### config.mk
export PLATFORM = sky130hd
export DESIGN_NAME = dualram_writer
export DESIGN_NICKNAME = d
export VERILOG_FILES = /design/src/rtl/dualram_pkg.sv /design/src/rtl/dualram_writer.sv
export SDC_FILE = /design/constraint.sdc
export NUM_CORES = 1
export LEC_CHECK = 0
export CAP_MARGIN = 20
export CORE_ASPECT_RATIO = 0.75
export CORE_MARGIN = 3
export CORE_UTILIZATION = 37
export DETAILED_ROUTE_END_ITERATION = 10
export HOLD_SLACK_MARGIN = 0.12
export MAX_ROUTING_LAYER = met4
export PLACE_DENSITY = 0.76
export SYNTH_ARGS = -nofsm -noshare
export SYNTH_HDL_FRONTEND = slang
export SYNTH_SLANG_ARGS = --single-unit
### constraint.sdc
create_clock -name clk -period 1.67 [get_ports clk]
set_input_delay 0.334 -clock clk [delete_from_list [all_inputs] [get_ports clk]]
set_output_delay 0.334 -clock clk [all_outputs]
set_load 0.01 [all_outputs]
### src/rtl/dualram_pkg.sv
// Shared definitions for the two-bank dualram buffer: default widths,
// writer FSM states and the bank word-count width seen by both sides.
package dualram_pkg;

    localparam int unsigned DW    = 64;
    localparam int unsigned AW    = 3;
    localparam int unsigned BEW   = DW / 8;
    localparam int unsigned DEPTH = 1 << AW;
    // bank_count must be able to represent a completely full bank (DEPTH)
    localparam int unsigned CNTW  = AW + 1;

    typedef enum logic {
        FILL = 1'b0,
        SWAP = 1'b1
    } state_e;

endpackage

### src/rtl/dualram_writer.sv
// Producer-side fill controller: writes a valid/ready beat stream into the
// current bank and hands the bank to the reader on full or burst end.
module dualram_writer
    import dualram_pkg::*;
#(
    parameter int unsigned DW  = dualram_pkg::DW,
    parameter int unsigned AW  = dualram_pkg::AW,
    parameter int unsigned BEW = DW / 8
) (
    input  logic           clk,
    input  logic           rst_n,
    input  logic           s_valid,
    output logic           s_ready,
    input  logic [DW-1:0]  s_data,
    input  logic [BEW-1:0] s_be,
    input  logic           s_last,
    output logic [AW-1:0]  wa,
    output logic [DW-1:0]  di,
    output logic [BEW-1:0] be,
    output logic           di_valid,
    output logic           rnw,
    input  logic           rd_done,
    output logic           bank_ready,
    output logic [AW:0]    bank_count
);

    state_e         state_q, state_d;
    logic [AW-1:0]  wptr_q, wptr_d;
    logic           read_busy_q, read_busy_d;
    logic [AW:0]    count_q, count_d;

    logic [AW-1:0]  wa_d;
    logic [DW-1:0]  di_d;
    logic [BEW-1:0] be_d;
    logic           di_valid_d;
    logic           rnw_d;
    logic           bank_ready_d;
    logic [AW:0]    bank_count_d;

    logic           accept;
    logic           handover;

    // s_ready depends on the state register alone, so it is glitch-free
    assign s_ready  = (state_q == FILL);
    assign accept   = (state_q == FILL) && s_valid;
    assign handover = (state_q == SWAP) && (!read_busy_q || rd_done);

    // Next-state and output decode
    always_comb begin
        state_d      = state_q;
        wptr_d       = wptr_q;
        read_busy_d  = read_busy_q;
        count_d      = count_q;
        wa_d         = wa;
        di_d         = di;
        be_d         = be;
        di_valid_d   = 1'b0;
        rnw_d        = rnw;
        bank_ready_d = 1'b0;
        bank_count_d = bank_count;

        if (accept) begin
            di_valid_d = 1'b1;
            wa_d       = wptr_q;
            di_d       = s_data;
            be_d       = s_be;
            // The last slot never increments, so wptr wraps only via hand-over
            if ((wptr_q == '1) || s_last) begin
                state_d = SWAP;
                count_d = (AW+1)'(wptr_q) + (AW+1)'(1);
            end else begin
                wptr_d = wptr_q + AW'(1);
            end
        end

        // rd_done on a hand-over edge releases the older bank; the new one stays busy
        if (handover) begin
            rnw_d        = ~rnw;
            bank_ready_d = 1'b1;
            bank_count_d = count_q;
            read_busy_d  = 1'b1;
            wptr_d       = '0;
            state_d      = FILL;
        end else if (rd_done) begin
            read_busy_d  = 1'b0;
        end
    end

    // State and registered outputs
    always_ff @(posedge clk or negedge rst_n) begin
        if (!rst_n) begin
            state_q     <= FILL;
            wptr_q      <= '0;
            read_busy_q <= 1'b0;
            count_q     <= '0;
            wa          <= '0;
            di          <= '0;
            be          <= '0;
            di_valid    <= 1'b0;
            rnw         <= 1'b0;
            bank_ready  <= 1'b0;
            bank_count  <= '0;
        end else begin
            state_q     <= state_d;
            wptr_q      <= wptr_d;
            read_busy_q <= read_busy_d;
            count_q     <= count_d;
            wa          <= wa_d;
            di          <= di_d;
            be          <= be_d;
            di_valid    <= di_valid_d;
            rnw         <= rnw_d;
            bank_ready  <= bank_ready_d;
            bank_count  <= bank_count_d;
        end
    end

endmodule

==> results.tsv, run 1 <==
metric	value	unit
grt_pass1_vias	2921	
synth.area.top_cells	dfrtp_1, nand2_1, buf_6	
drc_errors	0	
finalClockSkew	0.00656	ns
cts_buffers	9	
initial_utilization	0.384	
p_comb_frac	0.411	
worst-path-max-fanout	2	
switching_share	0.317	
fp.coreArea	0.00912	mm2
grtUsageTotal	0.177	
viasPerCell	4.42	
synth.yosys.seq_area_share	0.650	
slowest_delay	0.57	ns
ys_ff_latch	91	
leakage	2.69	nW
critPathSlowestCell	clkdlybuf4s50_1	
timing.final.ws_setup	0.0814	ns
fmax	630	MHz
synth_nets	443	
whs_endpoint	di[18]	
p_per_area	1700	mW/mm2
hold_depth	2	
slew_headroom	0.657	
synthAdderAreaFrac	0.00714	
pre_cts_ws	0.0158	ns
clock_latency	0.33	ns
first_iter_violations	145	
overflow	0	
yosys_warnings	0	
cts.clk_slew.worst_paths	0.06	ns
rsz0062_at_grt	false	
final_antenna_net_count	0	
cts_num_sinks	91	
first_pass_iters	4	
fin_crit_sh	0.951	
crit_buf_inv	1	
post_cts_buffers	0	
fin_nets	603	
crit_path_cell_trace	clkdlybuf4s50_1	
drive_above_1_share	0.0626	
syn-cell-area	0.00350	mm2
post_drt_wl_per_cell	13.4	um
crit_type	reg2out	
path_delay_family	buffers and inverters	
synthMostInstantiatedCell	nand2_1	
wl	8760	um
cts-root-buf	clkbuf_16	
final_max_slew_viol_count	0	
yosys.cell_types.count	21	
nFillCells	788	
critPathLaunchType	flop	
synth_top_area_cell	dfrtp_1	
grt_antenna_before_repair	0	
die-area	0.0107	mm2
r2r_slack	0.13	ns
setup_viol	0	
reg2reg_to	wptr_q[2]	
worst_r2r_path_depth	5	
synth_top_family_by_area	simple AND/OR/NAND/NOR gates	
end_kind	output pin	
clk_path_buf_depth	2	
synthSimpleGateAreaFrac	0.260	
ys.flop_type	dfrtp_1	
io_buffers	159	
die_w	118	um
pwr-share-seq	0.382	
grt_pass1_wl	15000	um
final_core_util	0.605	
grt_max_degree	92	
total_power	9.38	mW
synthCells	364	
holdWs	0.471	ns
dpl.hpwl	6140	um
rows	30	
antenna_cells	0	
fin_crit	1.59	ns
pwr-share-clk	0.206	
r2r-start	wptr_q[0]	
tritoncts	yes	
p_int	6.41	mW
synth_compound_area_frac	0.00964	
setup_tns	0	ns
h-tree-depth	3	
multi_input_area	0.00110	mm2
place.gp.congestion	0.763	
dr_total_vias	2894	
areaGrowthSynthToFinish	57.4	%
worst_hold_startpoint	di[18]	
synth-xor-area-share	0.00500	
maxCapViolations	0	
ys_top_cells_by_count	nand2_1, dfrtp_1, buf_2, buf_6	
muxShareOfSynthArea	0.0271	
seqCellArea	0.00228	mm2
pin_count	160	
hold_viol	0	
syn_avg_cell_area	9.63	um2
outcome	finished clean	
worstMarginPinSlew	0.514	ns
synth.top_cell.area_share	0.650	
peakVddDrop	0.827	mV
die_h	90.3	um
switchingPower	2.97	mW
arrival	1.25	ns
synth_edf_count	0	
hp-class	reg2reg	
async_flop_share	1.00	
worstPathRequired	1.34	ns
==> logic make-up (layout without fill, tap and decap cells) <==
| logic type | Yosys count | in the layout |
|---|---|---|
| simple gates | 235 | 235 |
| flops | 91 | 91 |
| buf+inv | 20 | 183 |
| mux | 8 | 8 |
| compound gates | 6 | 6 |
| fa+ha+maj | 2 | 2 |
| xor+xnor | 2 | 2 |
==> worst register-to-register path: cells and delay by family, from the launching register on <==
family / cells / cell delay, ns
adder cells (fa/ha/maj): 2 / 0.39
flip-flops: 1 / 0.39
multiplexers: 1 / 0.22
AND/OR/NAND/NOR: 2 / 0.43
==> registers in the layout (all words and copies together), names as in the netlist <==
register / count
rnw: 1
bank_ready: 1
be: 8
wptr_q: 3
di: 64
count_q: 4
read_busy_q: 1
bank_count: 4
state_q: 1
wa: 3
di_valid: 1
==> routing by layer <==
metal	global-route usage	vias up	wire, um
li1	-	1426	-
met1	0.229	1364	3880
met2	0.275	95	4280
met3	0.0520	9	502
met4	0.0492	0	102
met5	-	-	0
==> power groups by stage <==
stage / registers, mW / logic (mW) / clock network, mW
2_1_floorplan: 4.01 / 1.22 / 0
3_3_place_gp: 3.58 / 3.83 / 0
3_5_place_dp: 3.64 / 3.92 / 0
4_1_cts: 3.60 / 3.93 / 2.01
5_1_grt: 3.70 / 4.22 / 2.10
6_report: 3.59 / 3.86 / 1.94
==> stage by stage <==
step                instance area [um2]  std cells
global placement                   5210        640
floorplan                          3500        364
CTS                                5500        655
detailed placement                 5210        640
global route                       5520        655
finish                             5520        655
==> worst max path at each step <==
stage          startpoint            end  slack, ns  cells after the start
3_3_place_gp      rd_done  bank_count[0]       0.06                      4
3_5_place_dp      rd_done  bank_count[3]       0.02                      4
5_1_grt               rnw            rnw       0.03                      1
2_1_floorplan   wptr_q[0]      wptr_q[1]       0.11                      5
4_1_cts         wptr_q[0]      wptr_q[2]       0.05                      5
6_report            be[5]          be[5]       0.08                      1
==> cell usage in the layout (no fill, tap or decap), drive strengths merged, types with 2 or more instances in the layout <==
| master | netlist | routed |
|---|---|---|
| clkdlybuf4s50 | 0 | 157 |
| buf | 18 | 8 |
| dfrtp | 91 | 91 |
| nor2 | 4 | 4 |
| clkbuf | 0 | 11 |
| nand2b | 2 | 2 |
| inv | 2 | 2 |
| mux2 | 6 | 6 |
| mux2i | 2 | 2 |
| o21ai | 5 | 5 |
| nand2 | 226 | 226 |
| clkinv | 0 | 2 |
| ha | 2 | 2 |
==> final cells by class <==
| type | instances | share of cell area |
|---|---|---|
| Multi-Input combinational cell | 253 | 0.199 |
| Tap cell | 128 | 0.0290 |
| Inverter | 2 | 0.00181 |
| Sequential cell | 91 | 0.413 |
| Clock inverter | 3 | 0.00726 |
| Timing Repair Buffer | 167 | 0.306 |
| Clock buffer | 11 | 0.0440 |
==> timing repair <==
action	4_1_cts	5_1_grt
hold buffers	1	0
setup endpoints to repair	1	2
pin swaps	0	1
resized for setup	1	3
endpoints found under the hold margin	91	0
(Power assumes the default switching activity.)
==> run 2: changes to the inputs <==
- CORE_MARGIN: 3 -> 2
- HOLD_SLACK_MARGIN: 0.12 -> not set
- clock period: 1.67 -> 1.38 ns (I/O delays scaled with it)
==> run 2 against run 1 <==
  * The flow now finishes with violations (negative setup slack)
  * Clock skew down 0.0011 ns
  * First-iteration DRC count rose by 0.69%
  * Register-to-register slack lost 0.28 ns
  * Combinational power grew 7.8%
  * Setup slack got worse by 0.23 ns
  * Sequential share of layout area decreased by 0.44 points
  * Die area is 3.9% lower
  * Core utilization up 0.64 points
  * Total power up 16%
  * Largest cell class unchanged
==> results.tsv, run 2 (synthesized netlist as in run 1, its figures left out) <==
metric	value	unit
fin_nets	617	
mostFrequentLayoutCells	nand2_1, dfrtp_1, dlygate4sd2_1	
post_drt_wl_per_cell	13.4	um
p_per_area	1950	mW/mm2
critPathLaunchType	flop	
fin_crit	1.53	ns
final_max_slew_viol_count	0	
first_iter_violations	146	
hp-class	in2async	
first_pass_iters	4	
largest_register_ffs	64	
drc_errors	0	
wl	8970	um
final_core_util	0.611	
end_kind	flop	
hold_viol	0	
clk_path_buf_depth	2	
reg_top3	di x64, be x8	
die_w	116	um
setup_viol	5	
worst-path-max-fanout	3	
worstPathRequired	1.61	ns
io_buffers	159	
instances_no_fill	671	
h-tree-depth	3	
cts-root-buf	clkbuf_16	
setup_tns	-0.443	ns
cts.clk_slew.worst_paths	0.06	ns
arrival	1.75	ns
initial_utilization	0.384	
peakVddDrop	1.18	mV
place.gp.congestion	0.838	
grt_max_degree	42	
fp.coreArea	0.00912	mm2
overflow	0	
grt_pass1_vias	3019	
rows	30	
cts_num_sinks	91	
drive_above_1_share	0.0902	
die_h	88.3	um
pin_count	160	
dpl.hpwl	6600	um
placed_cells	652	
placed_area	0.00535	mm2
violations	negative setup slack	
grt_antenna_before_repair	0	
grtUsageTotal	0.187	
fin_crit_sh	1.11	
clock_latency	0.34	ns
crit_type	reg2reg	
regMostFlops	di	
tritoncts	yes	
slew_headroom	0.776	
dr_total_vias	2918	
areaGrowthSynthToFinish	59.1	%
grt_pass1_wl	14300	um
antenna_cells	0	
viasPerCell	4.35	
leakage	2.97	nW
final_antenna_net_count	0	
die-area	0.0103	mm2
worstMarginPinSlew	0.336	ns
layout_commonest_cell	nand2_1	
maxCapViolations	0	
cts_buffers	9	
rsz0062_at_grt	true	
timing.final.ws_setup	-0.145	ns
finalClockSkew	0.00547	ns
outcome	finished with violations	
stdcell_area	0.00558	mm2
fmax	656	MHz
[run 2: cell count changes in the layout (fill, tap and decap cells not counted), moves of 3 or more]
cell,change
clkinvlp_4,+3
clkdlybuf4s50_1,-82
dlygate4sd2_1,+81
buf_4,+11
buf_12,+3
[run 2: worst paths after layout]
kind,from,to,slack (ns),cells after the start
min in group clk,s_data[44],di[44],0.47,3
setup reg to reg,wptr_q[1],wptr_q[0],-0.15,6
hold reg to reg,di[27],di[27],0.47,2
max in group asynchronous,rst_n,di[15],0.59,3
hold / removal,rst_n,di[55],0.33,2
setup / recovery,wptr_q[1],wptr_q[0],-0.15,6
[run 2: area by class of cell]
cell class                 count  area, um2
clock buffer                  10        229
multi-input combinational    253       1100
timing repair buffer         181       1730
sequential                    91       2280
tap                          128        160
inverter                       2       10.0
clock inverter                 6       66.3
fill                         804       3540
[run 2: per-layer routing]
layer | vias to the layer above | wire length [um] | global-route usage
li1 | 1456 | - | -
met1 | 1357 | 3890 | 0.219
met2 | 92 | 4390 | 0.312
met3 | 13 | 567 | 0.0521
met4 | 0 | 131 | 0.0649
met5 | - | 0 | -
[run 2: worst max-delay path: stages (launching register included)]
cell and delay [ns]:
dfrtp_1 0.39, ha_2 0.20, ha_4 0.18, nor4b_4 0.31
buf_4 0.18, xnor2_1 0.11, nor2_1 0.05
[run 2: where the power goes]
| part | switching (mW) | leakage (nW) | internal (mW) |
|---|---|---|---|
| sequential | 0.544 | 1.13 | 3.76 |
| clock | 1.00 | 0.135 | 1.40 |
| combinational | 2.15 | 1.70 | 2.01 |
[run 2: through the flow]
step                setup WS, ns  power (mW)  hold WS (ns)
detailed placement        -0.241        9.32         0.148
finish                    -0.145        10.9         0.332
CTS                       -0.147        11.0         0.323
global route              -0.213        11.7         0.348
floorplan                -0.0546        6.34       -0.0196
global placement          -0.193        9.13         0.146
[run 2: timing repair]
item	4_1_cts	5_1_grt
resized for setup	83	3
buffers inserted	1	1
hold buffers	1	0
endpoints found under the setup margin	88	28
hold endpoints to repair	9	0
pin swaps	1	0
==> run 3: changes to the inputs <==
- clock period: 1.38 -> 1.4 ns (I/O delays scaled with it)
==> run 3 against run 2 <==
  * The flow finishes with violations (negative hold slack, negative setup slack)
  * Critical endpoint unchanged
  * Register-to-register slack improved by 0.03 ns
  * First-iteration DRC count shrank 24%
  * Core utilization down 0.45 points
  * Largest cell class unchanged
==> results.tsv, run 3 (synthesized netlist as in run 1, its figures left out) <==
metric	value	unit
die_w	116	um
fmax	661	MHz
finalClockSkew	0.00418	ns
reg_top3	di x64, be x8	
wl_met2	4360	um
outcome	finished with violations	
worstPathRequired	1.62	ns
place.gp.congestion	0.864	
setup_tns	-0.473	ns
cts_num_sinks	91	
p_per_area	1940	mW/mm2
fin_crit_sh	1.08	
wl	9000	um
fin_nets	614	
grt_pass1_vias	3055	
tritoncts	yes	
peakVddDrop	1.01	mV
mostFrequentLayoutCells	nand2_1, dfrtp_1, dlygate4sd2_1	
fp.coreArea	0.00912	mm2
dr_total_vias	2970	
final_max_slew_viol_count	0	
first_pass_iters	4	
maxCapViolations	0	
final_antenna_net_count	0	
wl_met3	553	um
die-area	0.0103	mm2
grt_pass1_wl	14500	um
timing.final.ws_setup	-0.113	ns
rsz0062_at_grt	true	
viasPerCell	4.45	
drc_errors	0	
dpl.hpwl	6460	um
fin_crit	1.51	ns
worstMarginPinSlew	0.508	ns
grtUsageTotal	0.189	
cts-root-buf	clkbuf_16	
overflow	0	
hold_viol	28	
worst-path-max-fanout	3	
post_drt_wl_per_cell	13.5	um
holdWs	-0.0492	ns
cts.clk_slew.worst_paths	0.06	ns
highest_layer	met4	
clock_latency	0.33	ns
io_buffers	159	
die_h	88.3	um
wl_met1	3920	um
crit_type	reg2reg	
antenna_cells	0	
violations	negative hold slack, negative setup slack	
arrival	1.73	ns
layout_commonest_cell	nand2_1	
worst_r2r_path_depth	6	
instances_no_fill	667	
slew_headroom	0.661	
grt_antenna_before_repair	0	
leakage	2.96	nW
clk_path_buf_depth	2	
placed_cells	650	
first_iter_violations	111	
areaGrowthSynthToFinish	57.9	%
initial_utilization	0.384	
drive_above_1_share	0.0872	
regMostFlops	di	
h-tree-depth	3	
hp-class	in2async	
setup_viol	5	
pin_count	160	
largest_register_ffs	64	
cts_buffers	9	
end_kind	flop	
rows	30	
grt_max_degree	92	
critPathLaunchType	flop	
run 3: repair_timing:
| action | 4_1_cts | 5_1_grt |
|---|---|---|
| buffers inserted | 0 | 2 |
| gates resized for setup | 84 | 6 |
| setup endpoints to repair | 88 | 6 |
| hold buffers | 0 | 0 |
run 3: final timing paths:
path,startpoint,endpoint,slack (ns)
min in group clk,di[59],di[59],0.47
max in group asynchronous,rst_n,di[60],1.02
min,rst_n,di[53],-0.05
max,wptr_q[1],wptr_q[0],-0.11
max reg2reg,wptr_q[1],wptr_q[0],-0.11
min reg2reg,di[59],di[59],0.47
run 3: worst max-delay path, stage by stage, from the launching register on:
cell and delay (ns):
dfrtp_1 0.38, ha_2 0.20, ha_4 0.17, nor4b_4 0.31
buf_4 0.19, xnor2_2 0.10, nor2_1 0.06
run 3: stage by stage:
stage	power [mW]	util	setup WS, ns	instance area, um2
after floorplan	6.25	-	-0.0346	3520
after global placement	8.98	0.583	-0.155	5310
after detailed placement	9.17	0.583	-0.172	5310
after CTS	10.9	0.604	-0.102	5510
after global routing	11.5	0.607	-0.159	5540
final	10.7	0.607	-0.113	5540
run 3: area by class of cell:
cell class	count	area, um2
Multi-Input combinational cell	253	1110
Clock buffer	13	260
Inverter	2	10.0
Timing Repair Buffer	178	1680
Fill cell	806	3590
Clock inverter	2	35.0
Sequential cell	91	2280
Tap cell	128	160
run 3: where the power goes:
part           switching [mW]  leakage [nW]  internal [mW]
logic                    2.14          1.68           1.95
registers               0.546          1.13           3.71
clock network           0.907         0.146           1.47
total                    3.60          2.96           7.13
run 3: layer usage:
| layer | vias to the layer above | global-route usage |
|---|---|---|
| li1 | 1449 | - |
| met1 | 1407 | 0.225 |
| met2 | 96 | 0.312 |
| met3 | 18 | 0.0534 |
| met4 | 0 | 0.0660 |
| met5 | - | - |
